## src/rtl/alu_pkg.sv

```systemverilog
// Purpose : opcodes, FSM state encoding and opcode helpers shared by the ALU pipe files.
// Latency : n/a (declarations only).
// Backpr. : n/a.
package alu_pkg;

    localparam logic [3:0] ALU_AND = 4'b0000;
    localparam logic [3:0] ALU_OR  = 4'b0001;
    localparam logic [3:0] ALU_ADD = 4'b0010;
    localparam logic [3:0] ALU_SUB = 4'b0110;
    localparam logic [3:0] ALU_SLT = 4'b0111;
    localparam logic [3:0] ALU_NOR = 4'b1100;
    localparam logic [3:0] ALU_SLL = 4'b1000;
    localparam logic [3:0] ALU_SRL = 4'b1001;
    localparam logic [3:0] ALU_SRA = 4'b1010;

    typedef enum logic [1:0] {
        IDLE = 2'd0,
        BUSY = 2'd1,
        HOLD = 2'd2
    } state_t;

    function automatic logic is_shift_op(input logic [3:0] ctrl);
        return (ctrl == ALU_SLL) || (ctrl == ALU_SRL) || (ctrl == ALU_SRA);
    endfunction

endpackage

```

## src/rtl/alu_pipe_if.sv

```systemverilog
// Purpose : operand/result handshake bundle between register-read and writeback.
// Latency : n/a (wiring only).
// Backpr. : in_valid/in_ready on the request side, out_valid/out_ready on the result side.
// Signals : in_valid, in_ready, src1, src2, alu_ctrl (request); out_valid, out_ready,
//           result, zero, cout, overflow, illegal (response).
interface alu_pipe_if #(
    parameter int WIDTH = 32
);
    logic             in_valid;
    logic             in_ready;
    logic [WIDTH-1:0] src1;
    logic [WIDTH-1:0] src2;
    logic [3:0]       alu_ctrl;
    logic             out_valid;
    logic             out_ready;
    logic [WIDTH-1:0] result;
    logic             zero;
    logic             cout;
    logic             overflow;
    logic             illegal;

    // ALU side
    modport slave (
        input  in_valid, src1, src2, alu_ctrl, out_ready,
        output in_ready, out_valid, result, zero, cout, overflow, illegal
    );

    // Producer/consumer side
    modport master (
        output in_valid, src1, src2, alu_ctrl, out_ready,
        input  in_ready, out_valid, result, zero, cout, overflow, illegal
    );
endinterface

```

## src/rtl/alu_core.sv

```systemverilog
// Purpose : combinational logic/adder unit for the single-cycle ALU codes.
// Latency : 0 (purely combinational).
// Backpr. : none; the caller registers the outputs.
// Ports   : i_a, i_b operands; i_ctrl opcode; o_res result; o_cout adder carry (ADD/SUB/SLT);
//           o_ovf signed overflow (ADD/SUB); o_illegal for any code not handled here.
module alu_core
    import alu_pkg::*;
#(
    parameter int WIDTH = 32
) (
    input  logic [WIDTH-1:0] i_a,
    input  logic [WIDTH-1:0] i_b,
    input  logic [3:0]       i_ctrl,
    output logic [WIDTH-1:0] o_res,
    output logic             o_cout,
    output logic             o_ovf,
    output logic             o_illegal
);

    logic             w_sub;
    logic [WIDTH-1:0] w_b_eff;
    logic [WIDTH:0]   w_sum_full;
    logic [WIDTH-1:0] w_sum;
    logic             w_ovf_raw;

    // SUB and SLT share the adder as A + ~B + 1.
    assign w_sub      = (i_ctrl == ALU_SUB) || (i_ctrl == ALU_SLT);
    assign w_b_eff    = w_sub ? ~i_b : i_b;
    assign w_sum_full = {1'b0, i_a} + {1'b0, w_b_eff} + {{WIDTH{1'b0}}, w_sub};
    assign w_sum      = w_sum_full[WIDTH-1:0];
    assign w_ovf_raw  = (i_a[WIDTH-1] == w_b_eff[WIDTH-1]) && (w_sum[WIDTH-1] != i_a[WIDTH-1]);

    always_comb begin
        o_res     = '0;
        o_cout    = 1'b0;
        o_ovf     = 1'b0;
        o_illegal = 1'b0;
        case (i_ctrl)
            ALU_AND: o_res = i_a & i_b;
            ALU_OR:  o_res = i_a | i_b;
            ALU_NOR: o_res = ~(i_a | i_b);
            ALU_ADD, ALU_SUB: begin
                o_res  = w_sum;
                o_cout = w_sum_full[WIDTH];
                o_ovf  = w_ovf_raw;
            end
            ALU_SLT: begin
                // Sign of the true difference: the sum's msb is wrong exactly when it overflowed.
                o_res  = {{(WIDTH-1){1'b0}}, w_sum[WIDTH-1] ^ w_ovf_raw};
                o_cout = w_sum_full[WIDTH];
            end
            default: o_illegal = 1'b1;
        endcase
    end

endmodule

```

## src/rtl/alu_pipe.sv

```systemverilog
// Purpose : handshaked ALU with registered result/flags; shifts iterate 1 bit/cycle when ALU_SHIFT_EN is defined.
// Latency : 1 cycle for single-cycle codes; shift by k takes k+1 cycles (ALU_SHIFT_EN only).
// Backpr. : result held until out_ready; in_ready = out_ready while holding, 0 while shifting.
// Ports   : clk, rst_n (async active-low); bus (alu_pipe_if.slave) carrying the request and response.
// Config  : ALU_SHIFT_EN enables SLL/SRL/SRA, the BUSY state and shift counter; otherwise those codes are illegal.
module alu_pipe
    import alu_pkg::*;
#(
    parameter int WIDTH = 32
) (
    input  logic         clk,
    input  logic         rst_n,
    alu_pipe_if.slave    bus
);

    state_t           r_state;
    state_t           w_nxt_state;
    state_t           w_acc_dst;

    logic             w_in_ready;
    logic             w_out_valid;
    logic             w_accept;

    logic [WIDTH-1:0] r_result;
    logic             r_zero;
    logic             r_cout;
    logic             r_ovf;
    logic             r_illegal;

    logic [WIDTH-1:0] w_core_res;
    logic             w_core_cout;
    logic             w_core_ovf;
    logic             w_core_ill;

    logic [WIDTH-1:0] w_ld_res;
    logic             w_ld_cout;
    logic             w_ld_ovf;
    logic             w_ld_ill;

`ifdef ALU_SHIFT_EN
    localparam int SHW = $clog2(WIDTH);

    logic [SHW-1:0]   r_cnt;
    logic [1:0]       r_shop;
    logic [SHW-1:0]   w_amt;
    logic             w_is_shift;
    logic [WIDTH-1:0] w_shifted;

    assign w_is_shift = is_shift_op(bus.alu_ctrl);
    assign w_amt      = bus.src2[SHW-1:0];
`endif

    alu_core #(.WIDTH(WIDTH)) u_core (
        .i_a       (bus.src1),
        .i_b       (bus.src2),
        .i_ctrl    (bus.alu_ctrl),
        .o_res     (w_core_res),
        .o_cout    (w_core_cout),
        .o_ovf     (w_core_ovf),
        .o_illegal (w_core_ill)
    );

    assign w_accept = bus.in_valid & w_in_ready;

    // What gets loaded into the result register on accept, and where the FSM goes.
    always_comb begin
        w_ld_res  = w_core_res;
        w_ld_cout = w_core_cout;
        w_ld_ovf  = w_core_ovf;
        w_ld_ill  = w_core_ill;
        w_acc_dst = HOLD;
`ifdef ALU_SHIFT_EN
        if (w_is_shift) begin
            // The result register doubles as the shift working register.
            w_ld_res  = bus.src1;
            w_ld_cout = 1'b0;
            w_ld_ovf  = 1'b0;
            w_ld_ill  = 1'b0;
            if (w_amt != '0) begin
                w_acc_dst = BUSY;
            end
        end
`endif
    end

    // State register
    always_ff @(posedge clk or negedge rst_n) begin
        if (!rst_n) begin
            r_state <= IDLE;
        end else begin
            r_state <= w_nxt_state;
        end
    end

    // Next-state logic
    always_comb begin
        w_nxt_state = r_state;
        case (r_state)
            IDLE: begin
                if (w_accept) begin
                    w_nxt_state = w_acc_dst;
                end
            end
            BUSY: begin
`ifdef ALU_SHIFT_EN
                if (r_cnt == SHW'(1)) begin
                    w_nxt_state = HOLD;
                end
`else
                w_nxt_state = IDLE;
`endif
            end
            HOLD: begin
                if (w_accept) begin
                    w_nxt_state = w_acc_dst;
                end else if (bus.out_ready) begin
                    w_nxt_state = IDLE;
                end
            end
            default: w_nxt_state = IDLE;
        endcase
    end

    // Output logic
    always_comb begin
        w_in_ready  = 1'b0;
        w_out_valid = 1'b0;
        case (r_state)
            IDLE: w_in_ready = 1'b1;
            HOLD: begin
                w_out_valid = 1'b1;
                w_in_ready  = bus.out_ready;
            end
            default: begin
                w_in_ready  = 1'b0;
                w_out_valid = 1'b0;
            end
        endcase
    end

    // Result and flags; zero is derived from the value being written so it never lags.
    always_ff @(posedge clk or negedge rst_n) begin
        if (!rst_n) begin
            r_result  <= '0;
            r_zero    <= 1'b0;
            r_cout    <= 1'b0;
            r_ovf     <= 1'b0;
            r_illegal <= 1'b0;
        end else if (w_accept) begin
            r_result  <= w_ld_res;
            r_zero    <= (w_ld_res == '0);
            r_cout    <= w_ld_cout;
            r_ovf     <= w_ld_ovf;
            r_illegal <= w_ld_ill;
        end
`ifdef ALU_SHIFT_EN
        else if (r_state == BUSY) begin
            r_result <= w_shifted;
            r_zero   <= (w_shifted == '0);
        end
`endif
    end

`ifdef ALU_SHIFT_EN
    // One-bit step; SRA keeps the msb, which is still the original sign bit.
    always_comb begin
        case (r_shop)
            2'b00:   w_shifted = {r_result[WIDTH-2:0], 1'b0};
            2'b01:   w_shifted = {1'b0, r_result[WIDTH-1:1]};
            default: w_shifted = {r_result[WIDTH-1], r_result[WIDTH-1:1]};
        endcase
    end

    always_ff @(posedge clk or negedge rst_n) begin
        if (!rst_n) begin
            r_cnt  <= '0;
            r_shop <= 2'b00;
        end else if (w_accept) begin
            r_cnt  <= w_amt;
            r_shop <= bus.alu_ctrl[1:0];
        end else if (r_state == BUSY) begin
            r_cnt <= r_cnt - SHW'(1);
        end
    end
`endif

    assign bus.in_ready  = w_in_ready;
    assign bus.out_valid = w_out_valid;
    assign bus.result    = r_result;
    assign bus.zero      = r_zero;
    assign bus.cout      = r_cout;
    assign bus.overflow  = r_ovf;
    assign bus.illegal   = r_illegal;

endmodule

```

## src/flat_wrapper.sv

```systemverilog
// flat-port wrapper written by rule: the top's interface ports become plain ports
module alu_pipe_flat import alu_pkg::*;
#(
    parameter int WIDTH = 32
)
  (clk, rst_n, bus_in_valid, bus_src1, bus_src2, bus_alu_ctrl, bus_out_ready, bus_in_ready, bus_out_valid, bus_result, bus_zero, bus_cout, bus_overflow, bus_illegal);
  alu_pipe_if #(.WIDTH(WIDTH)) bus_i ();
  input  logic clk;
  input  logic rst_n;
  input wire logic [$bits(bus_i.in_valid)-1:0] bus_in_valid;
  input wire logic [$bits(bus_i.src1)-1:0] bus_src1;
  input wire logic [$bits(bus_i.src2)-1:0] bus_src2;
  input wire logic [$bits(bus_i.alu_ctrl)-1:0] bus_alu_ctrl;
  input wire logic [$bits(bus_i.out_ready)-1:0] bus_out_ready;
  output wire logic [$bits(bus_i.in_ready)-1:0] bus_in_ready;
  output wire logic [$bits(bus_i.out_valid)-1:0] bus_out_valid;
  output wire logic [$bits(bus_i.result)-1:0] bus_result;
  output wire logic [$bits(bus_i.zero)-1:0] bus_zero;
  output wire logic [$bits(bus_i.cout)-1:0] bus_cout;
  output wire logic [$bits(bus_i.overflow)-1:0] bus_overflow;
  output wire logic [$bits(bus_i.illegal)-1:0] bus_illegal;
  assign bus_i.in_valid = bus_in_valid;
  assign bus_i.src1 = bus_src1;
  assign bus_i.src2 = bus_src2;
  assign bus_i.alu_ctrl = bus_alu_ctrl;
  assign bus_i.out_ready = bus_out_ready;
  assign bus_in_ready = bus_i.in_ready;
  assign bus_out_valid = bus_i.out_valid;
  assign bus_result = bus_i.result;
  assign bus_zero = bus_i.zero;
  assign bus_cout = bus_i.cout;
  assign bus_overflow = bus_i.overflow;
  assign bus_illegal = bus_i.illegal;
  alu_pipe #(.WIDTH(WIDTH)) u_core (.clk(clk), .rst_n(rst_n), .bus(bus_i));
endmodule
```

## config.mk

```make
export PLATFORM = sky130hd
export DESIGN_NAME = alu_pipe_flat
export DESIGN_NICKNAME = d
export VERILOG_FILES = /design/src/rtl/alu_pkg.sv /design/src/rtl/alu_pipe_if.sv /design/src/rtl/alu_core.sv /design/src/rtl/alu_pipe.sv /design/src/flat_wrapper.sv
export SDC_FILE = /design/constraint.sdc
export NUM_CORES = 1
export LEC_CHECK = 0
export ABC_AREA = 1
export BUFFER_PORTS_ARGS = -buffer_cell sky130_fd_sc_hd__buf_4
export CAP_MARGIN = 10
export CORE_ASPECT_RATIO = 1.1
export CORE_MARGIN = 5
export CORE_UTILIZATION = 40
export DETAILED_ROUTE_END_ITERATION = 7
export GPL_TIMING_DRIVEN = 0
export PLACE_DENSITY = 0.71
export SYNTH_ARGS = -nofsm -noshare
export SYNTH_HDL_FRONTEND = slang
export SYNTH_SLANG_ARGS = --single-unit
```

## constraint.sdc

```tcl
create_clock -name clk -period 2.7 [get_ports clk]
set_input_delay 0.405 -clock clk [delete_from_list [all_inputs] [get_ports clk]]
set_output_delay 0.405 -clock clk [all_outputs]
set_load 0.01 [all_outputs]
```

======== Yosys cells after proc, flatten, opt, wreduce, memory -nomap -nowiden ========
Cells that the tools add are included.
operators by class
  equal/unequal tests ..................... 10
  reductions and logical operators ........ 9
  add/subtract/negate cells ............... 2
  bitwise logic cells ..................... 6
  muxes and demuxes ....................... 11
operators by type and width
  cell                number
  $pmux 32 s5         1
  $not 32->32         2
  $add 32x32->33      1
  $add 33x1->33       1
  $and 32x32->32      1
  $logic_not 32->1    1
  $mux 32             1
  $or 32x32->32       1
  $eq 4x3->1 const B  2
  $mux 2              3
  $reduce_or 6->1     1
  $eq 4x1->1 const B  1
  $eq 4x2->1 const B  1
  $eq 4x4->1 const B  1
  $logic_not 4->1     1
  $mux 1              4
  $pmux 2 s2          1
  $ne 3x2->1 const B  1
  $reduce_or 3->1     1
  $eq 2x2->1 const B  1
  $logic_not 2->1     1
  $ne 2x1->1 const B  1
  $pmux 1 s2          1
  $reduce_and 2->1    1
  7 further kinds     7
word-level totals
  register bits after elaboration ......... 38
  output and inout port bits .............. 38

======== Logic depth before layout (Yosys ltp) ========
  depth in word-level cells ............... 10
  gate-level depth with buffers ........... 23

======== Modules after synthesis ========
A second synthesis with hierarchy kept.
second synthesis, totals
  cell total of the unflattened synthesis .. 827
  area total of the unflattened synthesis .. 4969.8 um2
by module, submodules not included
  module    area each (um2)  times used  cells an instance  seq. area each (um2)
  alu_core  3372.0           1           646                0.0
  alu_pipe  1597.8           1           181                925.9

======== Worst setup path after synthesis ========
No wires, ideal clock.
  path kind ............................... input port to flip-flop
  start point ............................. in bus_alu_ctrl[3]
  end point ............................... reg u_core.r_zero, in the netlist u_core.bus.zero
  arrival ................................. 2.644 ns
  stages on the path ...................... 19
  setup slack ............................. -0.061 ns
  buffers on the path ..................... 1
  path through ............................ inv_2 > nand3_4 > buf_1 > xor2_1 > ha_1 > nand2_1 > nor2_1 > inv_1 > nor3_1 > nand2_1 > nand3_1 > inv_2 > o21ai_1 > or2_1 > nand3_1 > nand2_1 > nor2_1 > nand3_1 > nand2_1
on the way
  longest elaborated chain between the ends .. 10
ends and longest elaborated chain
  what                  line                            RTL
  start, declared       flat_wrapper.sv:13              input wire logic [$bits(bus_i.alu_ctrl)-1:0] bus_alu_ctrl;
  $eq 4x3->1            alu_core.sv:27, alu_core.sv:38
  $logic_or 1x1->1      alu_core.sv:27                  assign w_sub = (i_ctrl == ALU_SUB) || (i_ctrl == ALU_SLT);
  $mux 32               alu_core.sv:28                  assign w_b_eff = w_sub ? ~i_b : i_b;
  $add 32x32->33        alu_core.sv:29                  assign w_sum_full = {1'b0, i_a} + {1'b0, w_b_eff} + {{WIDTH{1'b0}}, w_sub};
  $add 33x1->33         alu_core.sv:29
  $ne 1x1->1            alu_core.sv:31                  assign w_ovf_raw = (i_a[WIDTH-1] == w_b_eff[WIDTH-1]) && (w_sum[WIDTH-1] != i_a[WIDTH-1]);
  $logic_and 1x1->1     alu_core.sv:31
  $xor 1x1->1           alu_core.sv:49                  o_res = {{(WIDTH-1){1'b0}}, w_sum[WIDTH-1] ^ w_ovf_raw};
  $pmux 32 s5 (*)       alu_core.sv:38                  case (i_ctrl)
  $logic_not 32->1 (*)  alu_pipe.sv:151                 r_zero <= (w_ld_res == '0);
  end signal, assigned  alu_pipe.sv:151
  end, declared         alu_pipe.sv:25                  logic r_zero;
Every way passes the cells marked *; elsewhere a longest branch is shown, timed or not.
A chain may end at the register's enable or synchronous reset.

======== Worst setup path in the final report ========
Ends and elaborated chain as after synthesis.

==> summary.txt <==
Cells and area
  – Finished Layout Cells: between 1000 and 1500
  – Area added between synthesis and finish: 55.65%
  – Fin nets: ~1100
  – Layout Utilization: 0.6330
  – Ant. Diodes: 0
  – Share of cells above drive strength 1: 0.4017
  – # fillers: 1087

Power and ir drop
  – Clock Power Share: 0.209
  – PwrDens: between 400 and 500 mW/mm2
  – Lkg Pwr: around 3.8 nW
  – Total Power: between 3 and 4 mW
  – Pint: between 1.5 and 2 mW
  – Sequential share of power: 0.209
  – Worst VDD drop: about 560 uV
  – Switching share of total power: 0.4167
  – Logic gate share of total power: 0.582
  – Psw: roughly 1.3 mW

STA
  – Final Hold Viols: 0
  – Worst Hold Slack: 0.07084 ns
  – Slew @ Worst Pin: approximately 0.77 ns
  – Period utilisation layout: 1.060
  – Max Fclk: ~350 MHz
  – Final Worst Setup Slack: -0.1613 ns
  – # setup viols final: 2
  – Clock Skews: approximately 0.0019 ns
  – Slew headroom: 0.4839
  – Fin Setup TNS: -0.1970 ns
  – RSZ-0062 raised after global routing: true
  – Pins Over Slew Limit: 0
  – Final min period: 2.861 ns

Drt
  – ANT nets after route: 0
  – DRC viols: 0
  – Routed wire per std cell: between 15 and 20 um
  – Vias after detailed routing: about 6700
  – Total wire length: between 20000 and 25000 um
  – 1st-pass router iterations: 6
  – 1st-iter DRT viols: just under 600
  – Vias per cell: between 5 and 6

Place
  – Hpwl dp: around 16000 um
  – Gp weighted congestion: 0.9931
  – Count of input and output buffers: between 100 and 150
  – Cells after DPL: about 1100

Yosys
  – Synth Instances: 876
  – Mapped Nets: a little under 1000
  – Ys Warns: 0
  – Syn Area/Cell: between 5 and 6 um2
  – Yosys cell types: 42
  – Yosys reg bits: 37
  – Sequential share of the synthesized area: 0.1808
  – Syn Std Cell Area: between 0.005 and 0.006 mm2

Clock network
  – CTS sink count: 37
  – Hold-fix buffers, CTS: 0
  – Clk_lat worst skew: between 0.2 and 0.3 ns
  – H-Tree Level Count: 2
  – Clk buf depth: 2
  – CTS Buf Count: 5
  – Clock transition at path regs: roughly 0.05 ns
  – CTS tree: built
  – Root Driver: clkbuf_16

Worst setup path
  – Worst Setup End Kind: flop
  – Worst Setup Path Type: input port to flop
  – CP Max Fanout: 6
  – Flop2flop setup slack: 0.64 ns
  – Required time of the critical path: roughly 3 ns
  – Crit start category: input port
  – Crit path DAT: a little over 3 ns

Floorplan
  – Die Wd: around 120 um
  – Die H: ~130 um
  – I/O Pins: between 100 and 150
  – Initial core utilization: 0.4067
  – Die Area: roughly 0.015 mm2
  – Core Box Area: 0.01259 mm2
  – Cell row count: between 40 and 50

GRT
  – Number of global-route vias before repair: roughly 6000
  – GR Util All Layers: 0.2398
  – Initial antenna violation count: 0
  – Total gr overflow: 0
  – First-pass GRT wire length: approximately 30000 um
  – Largest net degree at the start of global routing: 38

Flow run
  – Max Cap Viol: 0

Min path
  – Type of the worst min-delay path: input port to async pin

Outcome
  – Status: finished with violations
  – Violated checks: setup timing
[per-stage QoR]
step	area [um2]	setup slack [ns]
floorplan	5124	0.1128
global placement	6138	-0.7466
detailed placement	6138	-0.7537
CTS	6492	-0.1740
global route	7969	-0.2858
finish	7969	-0.1613
[state kept, by name, summed over array words and instances, names as in the netlist]
| register | flops |
|---|---|
| u_core.bus.result | 32 |
| u_core.bus.cout | 1 |
| u_core.bus.illegal | 1 |
| u_core.bus.overflow | 1 |
| u_core.bus.zero | 1 |
| u_core.r_state | 1 |
[worst max-delay path: stages]
cell and delay [ns]:
buf_12 0.11, clkinv_8 0.04, nand3_4 0.17, buf_12 0.22, xor2_1 0.14, ha_2 0.43, nand2_2 0.10, nand2_4 0.10
nand2_2 0.06, nand2_2 0.09, inv_2 0.06, nand2_4 0.08, nand2_2 0.06, nand3_2 0.08, nand2_2 0.06, inv_2 0.07
nand2_1 0.05, nor2_1 0.12, nand3_2 0.10, nor2_2 0.13, nand3_1 0.09, nor2_2 0.13, nand3_1 0.08, nand2_1 0.07
[layout by cell type (no fill, tap or decap), types with 14 or more instances in the layout]
| master | synthesis | final |
|---|---|---|
| nand2_4 | 2 | 21 |
| nand3_2 | 2 | 31 |
| nor2_2 | 1 | 17 |
| nand3_1 | 67 | 36 |
| a31oi_1 | 38 | 38 |
| ha_4 | 0 | 16 |
| buf_4 | 0 | 151 |
| a21oi_2 | 1 | 16 |
| nand2_1 | 256 | 183 |
| o21ai_0 | 52 | 45 |
| nor2_1 | 108 | 79 |
| xnor2_1 | 24 | 14 |
| inv_2 | 4 | 24 |
| nand2_2 | 4 | 58 |
| inv_1 | 106 | 85 |
| dfrtp_1 | 37 | 37 |
| a21oi_1 | 38 | 14 |
[power groups by stage]
stage	Combinational, mW	Sequential, mW	Clock, mW
final	1.88	0.674	0.675
after global routing	2.01	0.685	0.704
after CTS	1.36	0.675	0.682
after detailed placement	1.30	0.682	0
after global placement	1.29	0.680	0
after floorplan	0.770	0.713	0
[final cells by class]
cell class,count,area [um2],area share
multi-input cells,710,4873,0.6116
repair buffers,158,1249,0.1567
flip-flops and latches,37,925.9,0.1162
inverters,111,431.7,0.05417
well taps,157,196.4,0.02465
clock buffers,7,142.6,0.01790
plain buffers,19,120.1,0.01507
clock inverters,1,30.03,0.003768
[cell families after synthesis]
kind of cell	synth area share
buf+inv	0.09702
simple gates	0.4057
flops	0.1808
fa+ha+maj	0.08700
compound gates	0.1713
xor+xnor	0.05816
[layer usage]
layer  wire length (um)  track usage  share of wire  vias to the layer above
met2              10260       0.4188           0.49                      310
met1               8444       0.3128           0.40                     3117
met5                  0            0              0                        -
li1                   -            -              -                     3228
met4                797      0.05803          0.038                        0
met3               1641      0.03648          0.078                       64
[cells in the mapped netlist]
cell type	count	area share
or2_1	1	0.0012
a31oi_1	38	0.046
a21boi_0	1	0.0015
and2_1	1	0.0012
clkbuf_1	7	0.0051
or2_0	1	0.0012
ha_1	34	0.083
o21bai_1	5	0.0073
o21ai_0	52	0.051
o311ai_0	3	0.0051
or2_2	1	0.0012
nand4_1	13	0.016
o21ai_1	4	0.0039
buf_1	5	0.0037
nor3_1	16	0.016
nand2_4	2	0.0044
xor2_1	10	0.017
o31ai_1	1	0.0015
buf_2	7	0.0068
nand3b_1	13	0.019
nand2_1	256	0.19
o21a_1	2	0.0029
dfrtp_1	37	0.18
a21o_1	2	0.0029
o311a_1	2	0.0039
a21oi_1	38	0.037
a221oi_1	1	0.0017
nand3_2	2	0.0039
nor2_1	108	0.079
o2111ai_1	1	0.0017
inv_1	106	0.078
a21oi_2	1	0.0017
nand2_2	4	0.0049
clkinv_1	1	0.00073
fa_1	1	0.0039
nand3_4	1	0.0034
inv_2	4	0.0029
o22ai_1	1	0.0012
nand3_1	67	0.065
xnor2_1	24	0.041
a21boi_1	1	0.0015
nor2_2	1	0.0012
[what timing repair did]
action / in CTS / in global routing
setup buffers: 10 / 38
pin swaps: 6 / 101
setup endpoints to repair: 11 / 18
cloned: 0 / 3
resized for setup: 34 / 286
[final timing paths]
kind,start,to,cells after the start
setup / recovery,bus_alu_ctrl[3],u_core.bus.zero,24
setup reg to reg,u_core.r_state[1],u_core.bus.result[13],6
hold reg to reg,u_core.bus.cout,u_core.bus.cout,2
min in group clk,bus_out_ready,u_core.r_state[1],4
hold / removal,rst_n,u_core.bus.result[1],1
max in group asynchronous,rst_n,u_core.bus.result[29],1
Note: power is estimated with default switching activity, not from simulation.
